`config.mk`:
```
export PLATFORM = sky130hd
export DESIGN_NAME = dfr_readout
export DESIGN_NICKNAME = d
export VERILOG_FILES = /design/src/rtl/dfr_readout.sv
export SDC_FILE = /design/constraint.sdc
export NUM_CORES = 2
export LEC_CHECK = 0
export CAP_MARGIN = 10
export CORE_MARGIN = 2
export CORE_UTILIZATION = 40
export DETAILED_ROUTE_END_ITERATION = 7
export PLACE_DENSITY = 0.52
export SLEW_MARGIN = 20
export SYNTH_ARGS = -nofsm -noshare
export SYNTH_HDL_FRONTEND = slang
export SYNTH_SLANG_ARGS = --single-unit
```
`constraint.sdc`:
```
create_clock -name clk -period 14.66 [get_ports clk]
set_input_delay 4.398 -clock clk [delete_from_list [all_inputs] [get_ports clk]]
set_output_delay 4.398 -clock clk [all_outputs]
set_load 0.005 [all_outputs]
```
`src/rtl/dfr_readout.sv`:
```
// Weighted linear readout over one frame of reservoir virtual-node samples.
// Emits a saturated Q-format result one cycle after the last sample of each frame.
module dfr_readout #(
  parameter int VIRTUAL_NODES = 10,
  parameter int DATA_WIDTH    = 32,
  parameter int FRAC_BITS     = 16,
  parameter int ACC_WIDTH     = 2*DATA_WIDTH+8,
  localparam int AW = (VIRTUAL_NODES > 1) ? $clog2(VIRTUAL_NODES) : 1
) (
  input  logic                  clk,
  input  logic                  rst,
  input  logic [DATA_WIDTH-1:0] din,
  input  logic                  din_valid,
  input  logic                  sof,
  input  logic                  w_we,
  input  logic [AW-1:0]         w_addr,
  input  logic [DATA_WIDTH-1:0] w_data,
  output logic [DATA_WIDTH-1:0] dout,
  output logic                  dout_valid,
  output logic                  dout_sat,
  output logic                  busy
);

  // state   | meaning
  // S_IDLE  | node index 0, accumulator clear, waiting for sample 0
  // S_ACCUM | partial frame held, 0 < node index < VIRTUAL_NODES
  typedef enum logic {S_IDLE, S_ACCUM} state_t;

  state_t                       state_q, state_d;
  logic [AW-1:0]                idx_q, idx_d;
  logic signed [ACC_WIDTH-1:0]  acc_q, acc_d;
  logic [DATA_WIDTH-1:0]        w_q [VIRTUAL_NODES];
  logic [DATA_WIDTH-1:0]        w_d [VIRTUAL_NODES];
  logic [DATA_WIDTH-1:0]        dout_q, dout_d;
  logic                         valid_q, valid_d;
  logic                         sat_q, sat_d;

  logic                         start;
  logic                         last;
  logic [AW-1:0]                rd_idx;
  logic [DATA_WIDTH-1:0]        w_sel;
  logic signed [2*DATA_WIDTH-1:0] prod;
  logic signed [ACC_WIDTH-1:0]  sum;
  logic signed [ACC_WIDTH-1:0]  shifted;
  logic [ACC_WIDTH-DATA_WIDTH:0] hi;

  always_comb begin
    start  = din_valid & sof;
    rd_idx = start ? '0 : idx_q;
    w_sel  = '0;
    for (int i = 0; i < VIRTUAL_NODES; i++) begin
      if (rd_idx == AW'(i)) w_sel = w_q[i];
    end
    prod    = $signed(din) * $signed(w_sel);
    sum     = (start ? '0 : acc_q)
              + {{(ACC_WIDTH-2*DATA_WIDTH){prod[2*DATA_WIDTH-1]}}, prod};
    shifted = sum >>> FRAC_BITS;
    hi      = shifted[ACC_WIDTH-1:DATA_WIDTH-1];
    last    = din_valid && (rd_idx == AW'(VIRTUAL_NODES-1));
  end

  always_comb begin
    idx_d   = idx_q;
    acc_d   = acc_q;
    dout_d  = dout_q;
    sat_d   = sat_q;
    valid_d = 1'b0;
    for (int i = 0; i < VIRTUAL_NODES; i++) begin
      w_d[i] = w_q[i];
      if (w_we && w_addr == AW'(i)) w_d[i] = w_data;
    end
    if (din_valid) begin
      acc_d = sum;
      idx_d = rd_idx + AW'(1);
    end
    if (last) begin
      acc_d   = '0;
      idx_d   = '0;
      valid_d = 1'b1;
      // In range only when every bit above the result's sign bit matches it.
      if ((&hi) || !(|hi)) begin
        dout_d = shifted[DATA_WIDTH-1:0];
        sat_d  = 1'b0;
      end else begin
        dout_d = hi[ACC_WIDTH-DATA_WIDTH] ? {1'b1, {(DATA_WIDTH-1){1'b0}}}
                                          : {1'b0, {(DATA_WIDTH-1){1'b1}}};
        sat_d  = 1'b1;
      end
    end
    state_d = (idx_d != '0) ? S_ACCUM : S_IDLE;
  end

  always_ff @(posedge clk or negedge rst) begin
    if (!rst) begin
      state_q <= S_IDLE;
      idx_q   <= '0;
      acc_q   <= '0;
      dout_q  <= '0;
      valid_q <= 1'b0;
      sat_q   <= 1'b0;
      for (int i = 0; i < VIRTUAL_NODES; i++) w_q[i] <= '0;
    end else begin
      state_q <= state_d;
      idx_q   <= idx_d;
      acc_q   <= acc_d;
      dout_q  <= dout_d;
      valid_q <= valid_d;
      sat_q   <= sat_d;
      for (int i = 0; i < VIRTUAL_NODES; i++) w_q[i] <= w_d[i];
    end
  end

  assign dout       = dout_q;
  assign dout_valid = valid_q;
  assign dout_sat   = sat_q;
  assign busy       = (state_q == S_ACCUM);

endmodule

```
Yosys cells after proc, flatten, opt, wreduce, memory -nomap -nowiden:

Cells that the tools add are included.

* bits in registers: 431
* bits of input ports: 73
* output and inout bits: 35
* word-level logic and storage cells: 78

* add/sub/neg operators: 2
* multiply operators: 1
* equal/unequal tests: 18
* mux-type cells: 21
* bitwise logic cells: 1
* reductions and logical operators: 19

Operators with widths (number)
* $mux W32: 12
* $mux W72: 3
* $add A72 B72 Y72: 1
* $mul A32 B32 Y64: 1
* $eq A4 B3 Y1 const B: 8
* $reduce_and A25 Y1: 1
* $reduce_or A25 Y1: 1
* $eq A4 B2 Y1 const B: 4
* $eq A4 B4 Y1 const B: 4
* $mux W4: 3
* $logic_and A1 B1 Y1: 11
* $eq A4 B1 Y1 const B: 2
* $logic_not A4 Y1: 2
* $add A4 B1 Y4 const B: 1
* $reduce_bool A4 Y1: 1
* $mux W1: 3
* $reduce_bool A2 Y1: 1
* $and A1 B1 Y1: 1
* $logic_not A1 Y1: 1
* $logic_or A1 B1 Y1: 1

Longest topological paths before layout:

* word-level depth: 19
* depth in mapped cells: 63
* mapped depth without buffers: 55

Least setup slack after synthesis:

No wires, ideal clock.

* path type: input -> register
* from: in sof
* to: reg dout_q[22] (netlist: dout[22])
* library setup time: 67 ps
* data arrival time: 18008 ps
* data required time: 14593 ps
* setup slack: -3415 ps
* stages: 58
* buffers on the path: 9
* cell sequence: clkbuf_1 nand2_1 clkbuf_1 clkbuf_1 nand2_1 ha_1 and3b_1 clkbuf_1 clkbuf_1 a222oi_1 nor3_1 a221oi_1 nand2_1 o21ai_0 a211oi_1 a221oi_1 a21oi_1 clkbuf_1 [22 not listed] a221o_1 a21o_1 a21oi_1 xnor2_1 ha_1 clkbuf_1 nand4_1 o21ai_0 a31o_2 mux2_2 or4_1 a211oi_1 nand4_1 nor4b_1 o2111ai_1 nand2_1 buf_2 o221a_1

* word-level cells in the longest chain between the ends: 19
* elaborated cells between the ends (all ways): 32
* those cells by class: add/sub: 1; mul: 1; eq/ne: 9; mux: 14; bitwise: 1; reduce/logical: 6

Ends and longest elaborated chain
* start, declared: line 14 `input logic sof,`
* $and A1 B1 Y1 *: line 48 `start = din_valid & sof;`
* $mux W4: line 49 `rd_idx = start ? '0 : idx_q;`
* $logic_not A4 Y1: line 52 `if (rd_idx == AW'(i)) w_sel = w_q[i];`
* $mux W32 (10 in series): line 52
* $mul A32 B32 Y64: line 54 `prod = $signed(din) * $signed(w_sel);`
* $add A72 B72 Y72: line 56 `+ {{(ACC_WIDTH-2*DATA_WIDTH){prod[2*DATA_WIDTH-1]}}, prod};`
* $reduce_or A25 Y1: line 81 `if ((&hi) || !(|hi)) begin`
* $logic_not A1 Y1: line 81
* $logic_or A1 B1 Y1: line 81
* $mux W32: line 81
* end signal, assigned: line 106 `dout_q <= dout_d;`
* end, declared: line 34 `logic [DATA_WIDTH-1:0] dout_q, dout_d;`

Every way passes the cells marked *; elsewhere a longest branch is shown, timed or not.
A chain may end at the register's enable or synchronous reset.

Final worst setup path:

* from: in din_valid
* to: reg dout_q[23] (netlist: dout[23])

* word-level cells in the longest chain between the ends: 19
* elaborated cells between the ends (all ways): 32
* those cells by class: add/sub: 1; mul: 1; eq/ne: 9; mux: 14; bitwise: 1; reduce/logical: 6

Ends and longest elaborated chain
* start, declared: line 13 `input logic din_valid,`
* $and A1 B1 Y1: line 48
* $mux W4: line 49
* $logic_not A4 Y1: line 52
* $mux W32 (10 in series): line 52
* $mul A32 B32 Y64: line 54
* $add A72 B72 Y72: line 56
* $reduce_or A25 Y1: line 81
* $logic_not A1 Y1: line 81
* $logic_or A1 B1 Y1: line 81
* $mux W32: line 81

Several ways; a longest one is shown, not always the timed one.

==> run summary <==
Most common flop cell mapped by yosys: dfrtp_1
H-tree depth: 2
RSZ-0062 raised after global routing: yes
Core Util, Final: 0.509
Critical path's slowest cell: fa_1
Async SR Flop Fraction: 1.00
Nets: 8,418
CP dominant cell by count: fa_1
WHS: 0.463 ns
Post-DP Area: 71,300 um^2
CTS Buffer Depth: 3
Most common cell after layout, fill and taps aside: fa_1
WL/cell: 19.9 um
Yosys reg bits: 431
Endpoint class of the critical path: flip-flop
Total grt overflow: 0
Cell Area, Synth: 59,900 um^2
Number of global-route vias before repair: 50,100
Mean Syn Cell Area: 9.70 um^2
Post-synthesis sequential area ratio: 0.180
Fmax: 59.8 MHz
Port Buffers: 107
Hold Path Class: reg -> reg
Startpoint Class: input port
Post-synthesis net count: 7,589
Initial core utilization: 0.404
Final setup violating endpoints: 76
Die width: 391 um
Ratio of cells with drive above 1 in the final layout: 0.269
Core area: 148,000 um^2
Setup Skew: 0.0558 ns
Drt drc: 0
First-pass iteration count of the detailed router: 8
Area Growth Syn to Fin: 26.0%
Die H: 391 um
CP Class: in -> reg
Commonest non-fill, non-tap cells in the layout: fa_1, inv_1, buf_4
Cts bufs inserted: 53
Largest net degree at the start of global routing: 151
Hold Buf Count CTS: 0
CP arrival: 17.30 ns
# rows: 141
Global-route wire length before repair: 287,000 um
Final Instance Area: 75,400 um^2
Detail Route Antenna Nets: 0
Initial antenna violation count: 3
Max-Cap Viols: 0
Total wire length: 179,000 um
Cells after Synth: 6,174
Crit path max fanout: 9
Synth unique cells: 90
Clk_lat worst skew: 0.65 ns
Synth warnings: 0
Slew HR: 0.297
Sink Count: 431
CTS clock-pin slew for the worst setup and hold paths: 0.06 ns
Final Max Slew Viols: 0
Io pins: 108
Vias per inst: 5.18
Post-synth EDFFs: 0
Placer congestion estimate: 0.911
Full die area: 153,000 um^2
HPWL Detailed: 144,000 um
Req. time, crit path: 15.24 ns
Worst slack, placed: -3.62 ns
GRT Total Usage: 0.240
CTS tree: done
Fin. Hold Viols: 0
Status: finished with violations
Final Cycle Share: 1.14
Final min period: 16.72 ns
Worst-margin pin slew: 1.05 ns
Root Driver: clkbuf_16
Failing checks: negative setup slack
PnR worst setup slack: -2.06 ns
Via count: 46,500
R2R setup slack: 1.52 ns
DRT iter0 DRCs: 2,875
CP peak stage delay: 0.64 ns
## kinds of logic after synthesis
kind of cell,after synthesis,share of synthesized area
AO/OA/AOI/OAI,796,0.0933
flip-flops,431,0.180
buffers and inverters,1393,0.0879
multiplexers,328,0.0616
XOR/XNOR,119,0.0177
AND/OR/NAND/NOR,1765,0.143
adder cells (fa/ha/maj),1342,0.416
## per-layer routing
metal	share of wire	track usage	vias to the layer above
met5	0.00020	0	-
li1	-	-	21200
met1	0.48	0.362	24000
met2	0.44	0.362	1077
met3	0.061	0.0421	164
met4	0.017	0.0425	6
## final timing paths
kind	from	end	depth (start not counted)
worst min register to register	acc_q[29]	acc_q[29]	2
max in group asynchronous	rst	w_q[59]	3
worst max register to register	idx_q[0]	dout[23]	55
min in group asynchronous	rst	w_q[289]	1
worst min-delay path	acc_q[29]	acc_q[29]	2
worst max-delay path	din_valid	dout[23]	57
## cell type report
class / instances / area (um^2)
inverter: 998 / 3750
antenna: 1 / 2.50
timing repair buffer: 1165 / 10600
clock buffer: 77 / 1600
clock inverter: 20 / 233
fill: 13600 / 72800
multi-input combinational: 4354 / 46100
tap: 1930 / 2410
sequential: 431 / 10800
## state kept, by name, summed over array words and instances, names as in the netlist
register and flops:
dout_valid 1, busy 1, w_q 320, idx_q 4, acc_q 72, dout 32
dout_sat 1
## stage by stage
stage / setup TNS [ns] / instances
after floorplan: -93.02 / 6174
final: -92.66 / 8976
after CTS: -92.11 / 8948
after detailed placement: -224.65 / 8811
after global routing: -128.20 / 8975
after global placement: -220.23 / 8811
## worst max-delay path, delay by kind of cell
| kind | cells | cell delay [ns] |
|---|---|---|
| compound gates | 16 | 2.97 |
| fa+ha+maj | 11 | 4.83 |
| buf+inv | 14 | 1.82 |
| mux | 1 | 0.27 |
| simple gates | 15 | 2.98 |
## cell usage after synthesis, types with 24 or more instances
cell type	instances	area share
o2bb2ai_1	28	0.0041
xnor2_1	78	0.011
a21oi_1	216	0.018
fa_1	1083	0.36
buf_1	64	0.0040
clkbuf_1	321	0.020
xor2_1	40	0.0059
inv_1	997	0.063
o21ai_0	137	0.011
nor3_1	57	0.0048
dfrtp_1	431	0.18
mux2_2	323	0.061
ha_1	259	0.054
nor2_1	213	0.013
o21bai_1	24	0.0030
nand3_1	62	0.0052
o221a_1	30	0.0056
nand4_1	41	0.0043
a221oi_1	70	0.010
and2_1	520	0.054
a211oi_1	49	0.0061
nand2_1	749	0.047
a222oi_1	31	0.0052
a21o_1	73	0.0092
## timing repair
item                       4_1_cts  5_1_grt
setup endpoints to repair       84       86
buffers inserted                32       23
pin swaps                       69      114
resized for setup              151      220
cloned                           8        6
Power is not shown: default switching activity piles up to over one toggle a cycle in this logic, so the estimate is an artifact.
